`src/rtl/buzzer_ctrl_if.sv`:
```
// Slave-side CPU data-bus bundle for the buzzer peripheral: a single-cycle
// write strobe with address/data, and a read strobe whose data returns on
// the following cycle.
interface buzzer_ctrl_if #(
    parameter int ADDRESS_WIDTH = 8
);
    logic                     wr;
    logic [ADDRESS_WIDTH-1:0] waddr;
    logic [31:0]              wdata;
    logic                     rd;
    logic [ADDRESS_WIDTH-1:0] raddr;
    logic [31:0]              rdata;

    modport master (output wr, waddr, wdata, rd, raddr, input rdata);
    modport slave  (input wr, waddr, wdata, rd, raddr, output rdata);
endinterface

```
`src/rtl/buzzer_ctrl.sv`:
```
// Tone-generator peripheral. Software queues {duration, half-period} notes
// into a small FIFO; the sequencer plays them back-to-back as a square wave
// on buzzer_pin, with durations counted in prescaled ticks.
//
//   state | meaning
//   ------+-----------------------------------------------------------
//   IDLE  | no note playing, buzzer_pin low; pops a note when EN=1
//   PLAY  | square wave (or rest) until the note's tick count expires
module buzzer_ctrl #(
    parameter int          ADDRESS_WIDTH = 8,
    parameter int          FIFO_DEPTH    = 4,
    parameter logic [31:0] DEFAULT_TICK  = 32'd50000
) (
    input  logic          clk,
    input  logic          rstn,
    buzzer_ctrl_if.slave  bus,
    output logic          buzzer_pin,
    output logic          busy
);
    localparam int          PW      = (FIFO_DEPTH > 1) ? $clog2(FIFO_DEPTH) : 1;
    localparam logic [PW:0] DEPTH_C = (PW + 1)'(FIFO_DEPTH);

    typedef enum logic {IDLE = 1'b0, PLAY = 1'b1} state_t;

    state_t      state;
    logic        en;
    logic        ovf;
    logic [31:0] tick;
    logic [31:0] mem [FIFO_DEPTH];
    logic [PW-1:0] wptr;
    logic [PW-1:0] rptr;
    logic [PW:0]   count;
    logic [31:0] cur_note;
    logic [15:0] tone_cnt;
    logic [15:0] dur_cnt;
    logic [31:0] tick_cnt;

    logic [ADDRESS_WIDTH-1:0] waddr;
    logic [ADDRESS_WIDTH-1:0] raddr;
    logic        unused_addr_bits;
    logic        wr_ctrl, wr_note, wr_tick, wr_stat;
    logic        flush, en_nxt, full, empty, start, push;
    logic [31:0] head;
    logic [31:0] tick_m1;
    logic [15:0] half;
    logic [31:0] status;

    // Only word offsets [3:2] are decoded; the rest of the window aliases.
    assign waddr            = bus.waddr;
    assign raddr            = bus.raddr;
    assign unused_addr_bits = ^{waddr[ADDRESS_WIDTH-1:4], waddr[1:0],
                                raddr[ADDRESS_WIDTH-1:4], raddr[1:0]};

    assign wr_ctrl = bus.wr && (waddr[3:2] == 2'd0);
    assign wr_note = bus.wr && (waddr[3:2] == 2'd1);
    assign wr_tick = bus.wr && (waddr[3:2] == 2'd2);
    assign wr_stat = bus.wr && (waddr[3:2] == 2'd3);

    // A CTRL write that clears EN (or flushes) aborts in the same edge, so
    // the FSM looks at the value EN is about to take.
    assign flush   = wr_ctrl && bus.wdata[1];
    assign en_nxt  = wr_ctrl ? bus.wdata[0] : en;
    assign full    = (count == DEPTH_C);
    assign empty   = (count == '0);
    assign start   = (state == IDLE) && en && en_nxt && !empty && !flush;
    assign push    = wr_note && (!full || start);
    assign head    = mem[rptr];
    assign tick_m1 = tick - 32'd1;
    assign half    = cur_note[15:0];
    assign status  = {24'd0, 4'(count), ovf, empty, full, busy};

    // Control registers: EN, TICK prescaler and sticky overflow flag.
    always_ff @(posedge clk or negedge rstn) begin
        if (!rstn) begin
            en   <= 1'b0;
            tick <= DEFAULT_TICK;
            ovf  <= 1'b0;
        end else begin
            if (wr_ctrl)
                en <= bus.wdata[0];
            if (wr_tick)
                tick <= (bus.wdata == 32'd0) ? 32'd1 : bus.wdata;
            if (wr_note && full && !start)
                ovf <= 1'b1;
            else if (wr_stat && bus.wdata[3])
                ovf <= 1'b0;
        end
    end

    // Note FIFO; a pop while full frees the slot the same-cycle push lands in.
    always_ff @(posedge clk or negedge rstn) begin
        if (!rstn) begin
            for (int i = 0; i < FIFO_DEPTH; i++)
                mem[i] <= '0;
            wptr  <= '0;
            rptr  <= '0;
            count <= '0;
        end else if (flush) begin
            wptr  <= '0;
            rptr  <= '0;
            count <= '0;
        end else begin
            if (push) begin
                mem[wptr] <= bus.wdata;
                wptr      <= wptr + 1'b1;
            end
            if (start)
                rptr <= rptr + 1'b1;
            case ({push, start})
                2'b10:   count <= count + 1'b1;
                2'b01:   count <= count - 1'b1;
                default: count <= count;
            endcase
        end
    end

    // Sequencer: loads a note, generates the tone and counts down its duration.
    always_ff @(posedge clk or negedge rstn) begin
        if (!rstn) begin
            state      <= IDLE;
            busy       <= 1'b0;
            buzzer_pin <= 1'b0;
            cur_note   <= '0;
            tone_cnt   <= '0;
            dur_cnt    <= '0;
            tick_cnt   <= '0;
        end else begin
            case (state)
                IDLE: begin
                    buzzer_pin <= 1'b0;
                    if (start) begin
                        cur_note <= head;
                        dur_cnt  <= head[31:16];
                        tone_cnt <= '0;
                        tick_cnt <= tick_m1;
                        state    <= PLAY;
                        busy     <= 1'b1;
                    end
                end
                PLAY: begin
                    if (flush || !en_nxt || (dur_cnt == 16'd0)) begin
                        state      <= IDLE;
                        busy       <= 1'b0;
                        buzzer_pin <= 1'b0;
                        cur_note   <= '0;
                    end else begin
                        // half == 0 is a rest: the pin simply never toggles
                        if (half != 16'd0) begin
                            if (tone_cnt == half - 16'd1) begin
                                tone_cnt   <= '0;
                                buzzer_pin <= ~buzzer_pin;
                            end else begin
                                tone_cnt <= tone_cnt + 16'd1;
                            end
                        end
                        // TICK is re-read at each reload, so rewrites apply then
                        if (tick_cnt == 32'd0) begin
                            tick_cnt <= tick_m1;
                            dur_cnt  <= dur_cnt - 16'd1;
                        end else begin
                            tick_cnt <= tick_cnt - 32'd1;
                        end
                    end
                end
                default: state <= IDLE;
            endcase
        end
    end

    // Registered read port; reads never disturb state.
    always_ff @(posedge clk or negedge rstn) begin
        if (!rstn) begin
            bus.rdata <= '0;
        end else if (bus.rd) begin
            case (raddr[3:2])
                2'd0:    bus.rdata <= {31'd0, en};
                2'd1:    bus.rdata <= cur_note;
                2'd2:    bus.rdata <= tick;
                default: bus.rdata <= status;
            endcase
        end
    end
endmodule
```
`src/flat_wrapper.sv`:
```
// flat-port wrapper written by rule: the top's interface ports become plain ports
module buzzer_ctrl_flat 
#(
    parameter int          ADDRESS_WIDTH = 8,
    parameter int          FIFO_DEPTH    = 4,
    parameter logic [31:0] DEFAULT_TICK  = 32'd50000
)
  (clk, rstn, buzzer_pin, busy, bus_wr, bus_waddr, bus_wdata, bus_rd, bus_raddr, bus_rdata);
  buzzer_ctrl_if #(.ADDRESS_WIDTH(ADDRESS_WIDTH)) bus_i ();
  input  logic clk;
  input  logic rstn;
  output logic buzzer_pin;
  output logic busy;
  input wire logic [$bits(bus_i.wr)-1:0] bus_wr;
  input wire logic [$bits(bus_i.waddr)-1:0] bus_waddr;
  input wire logic [$bits(bus_i.wdata)-1:0] bus_wdata;
  input wire logic [$bits(bus_i.rd)-1:0] bus_rd;
  input wire logic [$bits(bus_i.raddr)-1:0] bus_raddr;
  output wire logic [$bits(bus_i.rdata)-1:0] bus_rdata;
  assign bus_i.wr = bus_wr;
  assign bus_i.waddr = bus_waddr;
  assign bus_i.wdata = bus_wdata;
  assign bus_i.rd = bus_rd;
  assign bus_i.raddr = bus_raddr;
  assign bus_rdata = bus_i.rdata;
  buzzer_ctrl #(.ADDRESS_WIDTH(ADDRESS_WIDTH), .FIFO_DEPTH(FIFO_DEPTH), .DEFAULT_TICK(DEFAULT_TICK)) u_core (.clk(clk), .rstn(rstn), .bus(bus_i), .buzzer_pin(buzzer_pin), .busy(busy));
endmodule
```
`config.mk`:
```
export PLATFORM = sky130hd
export DESIGN_NAME = buzzer_ctrl_flat
export DESIGN_NICKNAME = d
export VERILOG_FILES = /design/src/rtl/buzzer_ctrl_if.sv /design/src/rtl/buzzer_ctrl.sv /design/src/flat_wrapper.sv
export SDC_FILE = /design/constraint.sdc
export NUM_CORES = 1
export LEC_CHECK = 0
export BUFFER_PORTS_ARGS = -buffer_cell sky130_fd_sc_hd__buf_2
export CAP_MARGIN = 20
export CORE_MARGIN = 2
export CORE_UTILIZATION = 65
export DETAILED_ROUTE_END_ITERATION = 6
export PLACE_DENSITY = 0.84
export SETUP_SLACK_MARGIN = 0.02
export SLEW_MARGIN = 20
export SYNTH_ARGS = -nofsm -noshare
export SYNTH_HDL_FRONTEND = slang
export SYNTH_SLANG_ARGS = --single-unit
```
`constraint.sdc`:
```
create_clock -name clk -period 5.9 [get_ports clk]
set_clock_uncertainty 0.15 [all_clocks]
set_input_delay 1.18 -clock clk [delete_from_list [all_inputs] [get_ports clk]]
set_output_delay 1.18 -clock clk [all_outputs]
set_load 0.02 [all_outputs]
```
Yosys cells after proc, flatten, opt, wreduce, memory -nomap -nowiden
Index checks and enable logic that the tools add are counted.
{ "word_totals": {"elab_cells": 133, "ram_bits": 0, "regBits": 300, "input_bits": 52, "latch_bits": 0, "out_inout_bits": 34, "mem_bits_ro": 0, "memories": 0} }
{ "classes": {"n_mul": 0, "n_bitwise": 5, "n_mux": 43, "div": 0, "n_lt_le_gt_ge": 3, "n_eq_ne": 16, "reduce_logical": 39, "n_shift": 0, "n_addsub": 9} }
{ "op_table": {"columns": ["cell", "n"], "rows": [
  ["32-bit 2-to-1 mux", 9],
  ["128-bit bitwise mux", 1],
  ["32-bit case mux with 2 select lines", 2],
  ["16-bit 2-to-1 mux", 7],
  ["32-bit case mux with 3 select lines", 1],
  ["32-bit binary-select mux with 2-bit select", 1],
  ["32-bit demux with 2-bit select", 1],
  ["32-bit zero test", 2],
  ["16-bit case mux with 2 select lines", 2],
  ["32-bit by 1-bit subtractor with 32-bit output, second input constant", 2],
  ["16-bit by 1-bit subtractor with 16-bit output, second input constant", 2],
  ["16-bit by 1-bit adder with 16-bit output, second input constant", 1],
  ["16-bit equality test", 1],
  ["16-bit zero test", 1],
  ["16-bit nonzero test", 1],
  ["1-bit logical AND", 14],
  ["1-bit 2-to-1 mux", 10],
  ["2-bit equality test, second input constant", 4],
  ["2-bit 2-to-1 mux", 4],
  ["2-bit != test, second input constant", 4],
  ["2-bit AND reduction", 4],
  ["2-bit by 1-bit equality test with 1-bit output, second input constant", 3],
  ["3-bit >= comparator, second input constant", 2],
  ["3-bit != test, second input constant", 2],
  ["other kinds (18)", 34]
]} }

Longest topological paths before layout
Gate-level depths: netlist of the first run.
{ "depth": {"depth_word": 11, "depth_mapped": 13, "depth_no_buf": 11} }

Worst setup path after synthesis of the first run
Ideal clock, no wire load.
{ "synth_path": {"path_type": "input to register", "startpoint": "input port bus_waddr[3]", "endpoint": "register u_core.count[2]", "setup_time_ns": 0.078, "required_time_ns": 5.672, "n_path_buf": 1, "path_slack_ns": 2.021, "arrival_ns": 3.652, "cell_stages": 9, "path_cell_list": "or3b_2 > o2111ai_1 > inv_2 > clkbuf_1 > ha_1 > fa_1 > xnor2_1 > or3_1 > a21oi_1"} }
{ "synth_between": {"elab_chain_len": 11, "elab_cells_between_ends": 17, "classes_between": "3 x eq/ne; 3 x mux; 11 x reduce/logical"} }
{ "synth_rtl": {"columns": ["item", "line_no", "rtl"], "rows": [
  ["from (decl)", "flat_wrapper.sv:15", "input wire logic [$bits(bus_i.waddr)-1:0] bus_waddr;"],
  ["2-bit zero test", "buzzer_ctrl.sv:54", "assign wr_ctrl = bus.wr && (waddr[3:2] == 2'd0);"],
  ["1-bit logical AND", "buzzer_ctrl.sv:54", null],
  ["1-bit 2-to-1 mux", null, null],
  ["1-bit logical AND (3 in series)", "buzzer_ctrl.sv:65", "assign start = (state == IDLE) && en && en_nxt && !empty && !flush;"],
  ["1-bit logical OR", "buzzer_ctrl.sv:66", "assign push = wr_note && (!full || start);"],
  ["1-bit logical AND", "buzzer_ctrl.sv:66", null],
  ["2-bit by 1-bit equality test with 1-bit output or 2-bit equality test (tied branches)", "buzzer_ctrl.sv:109", "case ({push, start})"],
  ["3-bit case mux with 2 select lines", "buzzer_ctrl.sv:109", null],
  ["3-bit 2-to-1 mux", "buzzer_ctrl.sv:98", "end else if (flush) begin"],
  ["to (signal assigned)", "buzzer_ctrl.sv:110", "2'b10: count <= count + 1'b1;"],
  ["to (signal assigned)", "buzzer_ctrl.sv:111", "2'b01: count <= count - 1'b1;"],
  ["to (signal assigned)", "buzzer_ctrl.sv:112", "default: count <= count;"],
  ["to (decl)", "buzzer_ctrl.sv:32", "logic [PW:0] count;"]
]} }
Several ways; a longest one is shown, not always the timed one.
A chain may end at the register's enable or synchronous reset.

Worst setup path in the final report of the first run
{ "layout_path": {"startpoint": "register u_core.dur_cnt[0]", "endpoint": "register u_core.dur_cnt[9]"} }
{ "layout_between": {"elab_chain_len": 4, "elab_cells_between_ends": 8, "classes_between": "1 x add/sub; 1 x eq/ne; 3 x mux; 3 x reduce/logical"} }
{ "layout_rtl": {"columns": ["item", "line_no", "rtl"], "rows": [
  ["from (decl)", "buzzer_ctrl.sv:35", "logic [15:0] dur_cnt;"],
  ["from (signal assigned)", "buzzer_ctrl.sv:133", "dur_cnt <= head[31:16];"],
  ["from (signal assigned)", "buzzer_ctrl.sv:159", "dur_cnt <= dur_cnt - 16'd1;"],
  ["16-bit by 1-bit subtractor with 16-bit output or 16-bit zero test (tied branches)", "buzzer_ctrl.sv:159, buzzer_ctrl.sv:141", null],
  ["16-bit 2-to-1 mux or 1-bit logical OR (tied branches)", "buzzer_ctrl.sv:157, buzzer_ctrl.sv:141", null],
  ["16-bit 2-to-1 mux or 2-bit != test (tied branches)", null, null],
  ["16-bit case mux with 2 select lines or 3-bit AND reduction (tied branches)", null, null]
]} }
Several ways; a longest one is shown, not always the timed one. The select of a mux whose other input is x is not followed.

==> results of run 1 <==
logic make-up after synthesis:
| family | count (synthesis) | share of synthesized area [%] |
|---|---|---|
| AO/OA/AOI/OAI | 301 | 13.5 |
| XOR/XNOR | 65 | 3.84 |
| adder cells (fa/ha/maj) | 12 | 1.06 |
| buffers and inverters | 109 | 2.95 |
| flip-flops | 300 | 50.7 |
| multiplexers | 177 | 15.9 |
| AND/OR/NAND/NOR | 361 | 12.1 |
layer usage:
layer / vias up / GRT usage, %
met5: - / 0
met4: 0 / 7.14
met3: 66 / 4.26
met2: 557 / 46.8
met1: 5580 / 47.2
li1: 4989 / -
state kept, by name, indices dropped and copies added, names as in the netlist, 2 cells and up:
signal / cells
u_core.wptr: 2
u_core.tick_cnt: 32
u_core.tick: 32
u_core.count: 3
u_core.rptr: 2
u_core.cur_note: 32
u_core.mem: 128
u_core.dur_cnt: 16
u_core.tone_cnt: 16
u_core.bus.rdata: 32
worst max-delay path, cell delays in order, from the launching register on:
cell	delay [ns]
dfrtp_1	0.40
inv_1	0.10
ha_1	0.21
or3b_2	0.50
or3_1	0.38
o41a_1	0.53
o21ai_4	0.58
inv_2	0.49
nand2_4	0.28
nor2_1	0.08
mux2_2	0.26
a21oi_1	0.15
power by group through the flow:
stage | logic (W) | clock network [W] | registers [W]
2_1_floorplan | 0.00207 | 0 | 0.00328
3_5_place_dp | 0.00264 | 0 | 0.00348
4_1_cts | 0.00268 | 0.00200 | 0.00346
5_1_grt | 0.00294 | 0.00208 | 0.00358
3_3_place_gp | 0.00253 | 0 | 0.00342
6_report | 0.00269 | 0.00197 | 0.00350
final timing paths:
| kind | startpoint | to | slack (ns) | cells after the start |
|---|---|---|---|---|
| worst min-delay path | u_core.tick_cnt[13] | u_core.tick_cnt[13] | 0.34 | 2 |
| max in group asynchronous | rstn | u_core.tick[17] | 3.87 | 3 |
| min in group asynchronous | rstn | u_core.tone_cnt[13] | 0.38 | 1 |
| worst max register to register | u_core.dur_cnt[0] | u_core.dur_cnt[9] | 1.70 | 11 |
| worst max-delay path | u_core.dur_cnt[0] | u_core.dur_cnt[9] | 1.70 | 11 |
| worst min register to register | u_core.tick_cnt[13] | u_core.tick_cnt[13] | 0.34 | 2 |
through the flow:
stage / total power [W] / area [µm²] / hold slack (ns)
CTS: 0.00813 / 16400 / 0.335
global route: 0.00859 / 16400 / 0.358
floorplan: 0.00535 / 14800 / 0.294
global placement: 0.00595 / 15400 / 0.308
detailed placement: 0.00612 / 15400 / 0.322
finish: 0.00816 / 16400 / 0.337
cell usage in the layout, fill, tap and decap left out, drive strengths merged, types with 3 or more instances in the layout:
master / n
dfrtp: 294
mux2: 133
nor2: 103
buf: 90
nand2: 77
a21oi: 77
o21ai: 69
a22o: 59
nor3: 42
clkbuf: 42
a22oi: 34
mux4: 33
xor2: 33
xnor2: 32
nand3: 30
nor4: 29
or3: 22
inv: 21
o22ai: 17
or4: 13
mux2i: 11
ha: 11
clkinv: 10
and3: 9
nand4: 8
o211ai: 8
o31ai: 7
dfstp: 6
or2: 5
nor3b: 5
a221o: 5
nor2b: 5
nand3b: 4
bufinv: 4
or3b: 3
a32o: 3
a31oi: 3
layout make-up:
class                   instances  area [µm²]
clock inverters                14         176
flip-flops and latches        300        7520
inverters                      22        82.6
diodes                          1        2.50
fillers                      1504        6060
well taps                     285         357
multi-input cells             916        6910
clock buffers                  42         857
repair buffers                 90         536
==> flow_summary.yaml, run 1 <==
status:
  status: "completed"
drt:
  dr.first_iter.drc_count: 1381
  dr_wl_met2_um: 16600
  antenna_left: 0
  drt_wl_total_um: 36100
  first_pass_iters: 6
  drc: 0
  wl_per_cell_um: 21.6
  route.met3.wl_um: 3470
  met1Wirelength_um: 15300
  top_layer_used: "met4"
  viasPerCell: 6.70
  vias: 11200
synthesis:
  ys_ff_latch: 300
  synth_ff_type: "dfrtp_1"
  yosysSeqAreaShare_pct: 50.7
  synth_area_mm2: 0.0148
  synth.most_common_cell: "dfrtp_1"
  synth_edf_count: 0
  yosys-top-cells-area: "dfrtp_1, mux2_2, mux4_2"
  synth_async_sr_flop_share_pct: 100
  synth_warnings: 0
  ys_types: 68
  syn_nets: 1389
  synth_top_area_share_pct: 49.6
  synth_largest_area_cell: "dfrtp_1"
  syn_area_per_cell_um2: 11.2
  synthTopCellsByCount: "dfrtp_1, mux2_2, nor2_1"
  syn_inst: 1325
cts:
  cts_sinks: 300
  cts_hold_buf: 0
  clockBufferDepth: 3
  worst_skew_pair.late_latency_ns: 0.55
  cts_tree: "built"
  ctsResizeCount: 0
  cts_made_buffers: 30
  clk_pin_slew_worst_paths_ns: 0.06
  cts_max_level: 1
  cts_root_buffer: "clkbuf_16"
  cts_setup_buffers: 0
run:
  drv_cap: 0
power:
  p_leak_nw: 7.11
  p_int_w: 0.00536
  swShare_pct: 34.3
  share_clk_of_total_power_pct: 24.2
  p_switching_w: 0.00280
  p_comb_share_pct: 33.0
  ir_drop_mv: 0.317
  seq_power_share_pct: 42.8
  power_density_mw_per_mm2: 497
place:
  port-buffer-count: 73
  place.gp.congestion: 0.930
  hpwl_um: 24100
  dp.cells: 1612
  dp_slack_ns: 1.61
global_routing:
  grt_overflow: 0
  grt_pass1_vias: 10800
  grtUsageTotal_pct: 30.6
  grt_first_pass_wirelength_um: 58400
  antenna_found_initial: 0
  grt_max_degree: 137
finish:
  final_core_util_pct: 73.0
  stdcell_count: 1670
  final_nets: 1424
  drive_gt1_share_pct: 24.3
  area_growth_syn_to_layout_pct: 10.9
sta:
  slew_viol_final: 0
  period_needed_ns: 4.20
  rsz0062_at_grt: "false"
  fin_tns_setup_ns: 0
  fin_ws_ns: 1.70
  fmax_mhz: 238
  period_share_pct: 71.2
  setup_viol: 0
  slew_headroom_pct: 29.0
  worst_slew_pin_slew_ns: 1.07
  hold_viol: 0
floorplanning:
  row_count: 55
  die_h_um: 155
  ios: 86
  coreArea_mm2: 0.0225
  die_area_mm2: 0.0240
  initial_core_util_pct: 65.9
  die_w_um: 155
worst_setup_path:
  worst_setup_path_end_kind: "register"
  cp.arrival_ns: 4.53
  worstSetupPathType: "reg2reg"
  required_ns: 6.23
  worstSetupStartpointType: "register"
  critPathMaxFanout: 44
worst_hold_path:
  hold_path_class: "reg2reg"
(Power assumes the default switching activity.)
==> run 2, diff against run 1 <==
- CORE_UTILIZATION: 65 -> 61
- PLACE_DENSITY: 0.84 -> 0.8
- clock period: 5.9 -> 4.38 ns (I/O delays scaled with it)
==> run 2 against run 1 <==
  * Die area increased by 6.4%
  * Final cell count increased by 2.8%
  * Routed wire length is 1.3% higher
==> flow_summary.yaml, run 2 (same netlist as run 1, synthesis figures left out) <==
floorplanning:
  die_w_um: 160
  initial_core_util_pct: 61.5
  die_area_mm2: 0.0256
  coreArea_mm2: 0.0241
  row_count: 57
  die_h_um: 160
  ios: 86
drt:
  route.met3.wl_um: 3280
  first_pass_iters: 5
  drc: 0
  viasPerCell: 6.53
  antenna_left: 0
  dr.first_iter.drc_count: 1159
  top_layer_used: "met4"
  met1Wirelength_um: 15700
  vias: 11200
  drt_wl_total_um: 36600
  dr_wl_met2_um: 16700
  wl_per_cell_um: 21.3
cts:
  clk_pin_slew_worst_paths_ns: 0.06
  cts_max_level: 1
  cts_setup_buffers: 0
  cts_made_buffers: 31
  cts_tree: "built"
  worst_skew_pair.late_latency_ns: 0.57
  cts_root_buffer: "clkbuf_16"
  cts_sinks: 300
  clockBufferDepth: 3
  ctsResizeCount: 0
  cts_hold_buf: 0
place:
  dp.cells: 1658
  place.gp.congestion: 0.858
  dp_slack_ns: 0.727
  hpwl_um: 25100
  port-buffer-count: 73
worst_setup_path:
  required_ns: 4.66
  cp.arrival_ns: 3.99
  worstSetupStartpointType: "register"
  critPathMostFrequentCell: "nor2_1"
  max_stage_delay_ns: 0.69
  worstSetupPathType: "reg2reg"
  critPathMaxFanout: 12
  slowest_stage: "or4b_2"
  worst_setup_path_end_kind: "register"
  cp_top_family: "simple AND/OR/NAND/NOR gates"
  cp_cell_sequence: "inv_1, ha_1, or4b_2, nor2_1, o221ai_1, nor4_1, a21oi_2, nor2_2, nor2_1"
  path_buf_inv: 1
power:
  swShare_pct: 34.8
  share_clk_of_total_power_pct: 23.4
  total_power_w: 0.0108
  p_comb_share_pct: 32.2
  p_switching_w: 0.00378
  p_leak_nw: 7.11
  ir_drop_mv: 0.337
  power_density_mw_per_mm2: 658
  seq_power_share_pct: 44.4
  p_int_w: 0.00706
finish:
  stdcell_count: 1716
  largest_reg_flops: 128
  final_cell_mix: "dfrtp_1, mux2_2, nor2_1"
  regMostFlops: "u_core.mem"
  final_nets: 1431
  drive_gt1_share_pct: 24.9
  layout_commonest_cell: "dfrtp_1"
  area_growth_syn_to_layout_pct: 11.1
  final_core_util_pct: 68.3
  antenna_cells: 0
global_routing:
  grt_max_degree: 102
  grtUsageTotal_pct: 29.1
  antenna_found_initial: 0
  grt_pass1_vias: 10900
  grt_overflow: 0
  grt_first_pass_wirelength_um: 59800
status:
  status: "completed"
sta:
  slew_headroom_pct: 25.1
  worst_slew_pin_slew_ns: 1.12
  fin_ws_ns: 0.672
  fin_tns_setup_ns: 0
  hold_viol: 0
  slew_viol_final: 0
  setup_viol: 0
  period_needed_ns: 3.71
  rsz0062_at_grt: "false"
  period_share_pct: 84.7
  fmax_mhz: 270
worst_hold_path:
  hold_path_class: "in2async"
run:
  drv_cap: 0
run 2: routing by layer:
metal  vias to the layer above  GRT usage [%]
met5                         -              0
met4                         0           8.44
met3                        74           4.94
met2                       501           44.0
met1                      5632           44.0
li1                       4991              -
run 2: layout make-up:
cell class / count / area, µm²
well taps: 324 / 405
inverters: 22 / 82.6
clock inverters: 18 / 133
fillers: 1773 / 7640
clock buffers: 40 / 850
repair buffers: 96 / 573
flip-flops and latches: 300 / 7520
multi-input cells: 916 / 6910
run 2: through the flow:
step | area, µm² | hold slack [ns]
5_1_grt | 16500 | 0.235
4_1_cts | 16500 | 0.208
3_3_place_gp | 15500 | 0.310
6_report | 16500 | 0.154
2_1_floorplan | 14800 | 0.294
3_5_place_dp | 15500 | 0.323
run 2: power groups by stage:
stage / clock (W) / combinational, W / sequential [W]
after floorplan: 0 / 0.00278 / 0.00442
after global placement: 0 / 0.00332 / 0.00471
after detailed placement: 0 / 0.00346 / 0.00481
after CTS: 0.00256 / 0.00349 / 0.00477
after global routing: 0.00268 / 0.00382 / 0.00494
final: 0.00253 / 0.00349 / 0.00481
run 2: worst paths after layout:
| kind | start | endpoint | slack (ns) | cells past startpoint |
|---|---|---|---|---|
| min reg2reg | u_core.tick_cnt[13] | u_core.tick_cnt[13] | 0.33 | 2 |
| max | u_core.cur_note[0] | u_core.tone_cnt[5] | 0.67 | 9 |
| max in group asynchronous | rstn | u_core.tick[14] | 2.86 | 2 |
| min | rstn | u_core.tick_cnt[5] | 0.15 | 1 |
| max reg2reg | u_core.cur_note[0] | u_core.tone_cnt[5] | 0.67 | 9 |
| min in group clk | u_core.tick_cnt[13] | u_core.tick_cnt[13] | 0.33 | 2 |
==> run 3, diff against run 2 <==
- CORE_UTILIZATION: 61 -> 55
- PLACE_DENSITY: 0.8 -> 0.76
- clock period: 4.38 -> 3.35 ns (I/O delays scaled with it)
==> run 3 against run 2 <==
  * Count of clock-buffer cells in the layout is 4 higher
  * Via count rose by 0.94%
  * Global-route usage decreased by 1.8 points
  * Fmax rose by 16%
  * Combinational power up 48%
  * Sequential share of layout area decreased by 2.0 points
  * Routed wire length rose by 3.8%
  * Total power is 38% higher
  * Hold slack improved by 0.12 ns
  * Critical path type unchanged
  * Largest cell class unchanged
==> flow_summary.yaml, run 3 (same netlist as run 1, synthesis figures left out) <==
power:
  p_comb_share_pct: 34.6
  seq_power_share_pct: 40.7
  p_int_w: 0.00993
  p_switching_w: 0.00503
  swShare_pct: 33.6
  p_leak_nw: 7.53
  share_clk_of_total_power_pct: 24.7
  power_density_mw_per_mm2: 870
  ir_drop_mv: 0.494
drt:
  vias: 11300
  wl_per_cell_um: 21.1
  antenna_left: 0
  first_pass_iters: 7
  drc: 0
  viasPerCell: 6.29
  dr.first_iter.drc_count: 945
  drt_wl_total_um: 38000
cts:
  cts_root_buffer: "clkbuf_16"
  cts_tree: "built"
  cts_made_buffers: 31
  cts_max_level: 1
  clk_pin_slew_worst_paths_ns: 0.06
  worst_skew_pair.late_latency_ns: 0.55
  cts_sinks: 300
  clockBufferDepth: 3
sta:
  period_share_pct: 95.8
  hold_viol: 0
  rsz0062_at_grt: "false"
  slew_headroom_pct: 38.4
  fin_ws_ns: 0.141
  period_needed_ns: 3.21
  worst_slew_pin_slew_ns: 0.920
  slew_viol_final: 0
  setup_viol: 0
  fmax_mhz: 312
floorplanning:
  die_w_um: 168
  ios: 86
  die_area_mm2: 0.0283
  coreArea_mm2: 0.0267
  initial_core_util_pct: 55.5
  die_h_um: 168
  row_count: 60
worst_setup_path:
  cp_cell_sequence: "inv_1, ha_1, or3b_2, or3_1, o41a_1, buf_4, o211ai_1, buf_4, nor2_1, and3_1, xnor2_1, nor2_1"
  path_buf_inv: 3
  cp.arrival_ns: 3.50
  worstSetupStartpointType: "register"
  critPathMaxFanout: 7
  required_ns: 3.64
  max_stage_delay_ns: 0.46
  cp_top_family: "simple AND/OR/NAND/NOR gates"
  worstSetupPathType: "reg2reg"
  slowest_stage: "or3b_2"
  worst_setup_path_end_kind: "register"
finish:
  layout_commonest_cell: "dfrtp_1"
  final_nets: 1497
  area_growth_syn_to_layout_pct: 16.0
  stdcell_count: 1798
  nFillCells: 2033
  regMostFlops: "u_core.mem"
  largest_reg_flops: 128
  drive_gt1_share_pct: 28.0
  final_cell_mix: "dfrtp_1, mux2_2, nor2_1"
global_routing:
  grt_pass1_vias: 11300
  grt_max_degree: 81
  antenna_found_initial: 1
  grt_overflow: 0
  grtUsageTotal_pct: 27.3
  grt_first_pass_wirelength_um: 61400
status:
  status: "completed"
place:
  port-buffer-count: 73
  hpwl_um: 26200
  dp_slack_ns: -0.0476
  dp.cells: 1738
  place.gp.congestion: 0.903
run:
  drv_cap: 0
worst_hold_path:
  hold_path_class: "in2reg"
## run 3: cell types whose count changed in the layout (fill, tap and decap cells not counted), moves of 4 or more
cell / delta
buf_12: +6
buf_4: +58
bufinv_16: +5
clkinv_2: -6
clkinvlp_4: -4
## run 3: final cells by class
type | count | area, µm² | share of cell area (%)
clock buffers | 44 | 885 | 5.14
clock inverters | 12 | 214 | 1.24
multi-input cells | 916 | 6920 | 40.2
repair buffers | 162 | 1150 | 6.68
inverters | 22 | 85.1 | 0.495
flip-flops and latches | 300 | 7520 | 43.7
diodes | 1 | 2.50 | 0.0145
well taps | 341 | 427 | 2.48
## run 3: path summary, 6_finish.rpt
path,depth (start not counted),to,slack (ns),startpoint
setup / recovery,12,u_core.tone_cnt[7],0.14,u_core.dur_cnt[0]
hold / removal,2,u_core.tick[23],0.28,bus_wdata[23]
setup reg to reg,12,u_core.tone_cnt[7],0.14,u_core.dur_cnt[0]
hold reg to reg,2,u_core.tick_cnt[13],0.33,u_core.tick_cnt[13]
max in group asynchronous,3,u_core.mem[75],1.64,rstn
min in group asynchronous,2,u_core.tone_cnt[3],0.53,rstn
## run 3: worst reg2reg max path, cell delays in order (launching register included)
cell and delay (ns):
dfrtp_1 0.39, inv_1 0.08, ha_1 0.16, or3b_2 0.46
or3_1 0.34, o41a_1 0.45, buf_4 0.17, o211ai_1 0.21
buf_4 0.20, nor2_1 0.10, and3_1 0.20, xnor2_1 0.13
nor2_1 0.05
## run 3: through the flow
step	power [W]	hold WS [ns]	area, µm²	setup TNS (ns)	utilization, %
after global routing	0.0158	0.280	17200	0	64.4
after CTS	0.0149	0.268	17200	0	64.2
after detailed placement	0.0112	0.314	16000	-0.788	60.0
final	0.0150	0.276	17200	0	64.4
after global placement	0.0109	0.309	16000	-0.0306	60.0
after floorplan	0.00942	0.224	14800	0	-
## run 3: power groups by stage
stage | clock network (W) | logic [W] | registers (W)
floorplan | 0 | 0.00364 | 0.00578
global placement | 0 | 0.00491 | 0.00598
detailed placement | 0 | 0.00508 | 0.00607
CTS | 0.00373 | 0.00515 | 0.00604
global route | 0.00389 | 0.00566 | 0.00623
finish | 0.00370 | 0.00518 | 0.00608
## run 3: metal layers
layer	vias up	track usage (%)	routed length (µm)
met5	-	0	0
met3	74	4.44	2750
met4	0	7.83	967
met2	433	42.8	17500
met1	5663	39.9	16800
li1	5133	-	-
## run 3: timing repair
item / 4_1_cts / 5_1_grt
pin swaps: 2 / 2
endpoints found under the hold margin: 68 / 0
hold buffers: 1 / 0
setup endpoints to repair: 17 / 19
buffers inserted: 1 / 1
resized for setup: 3 / 3
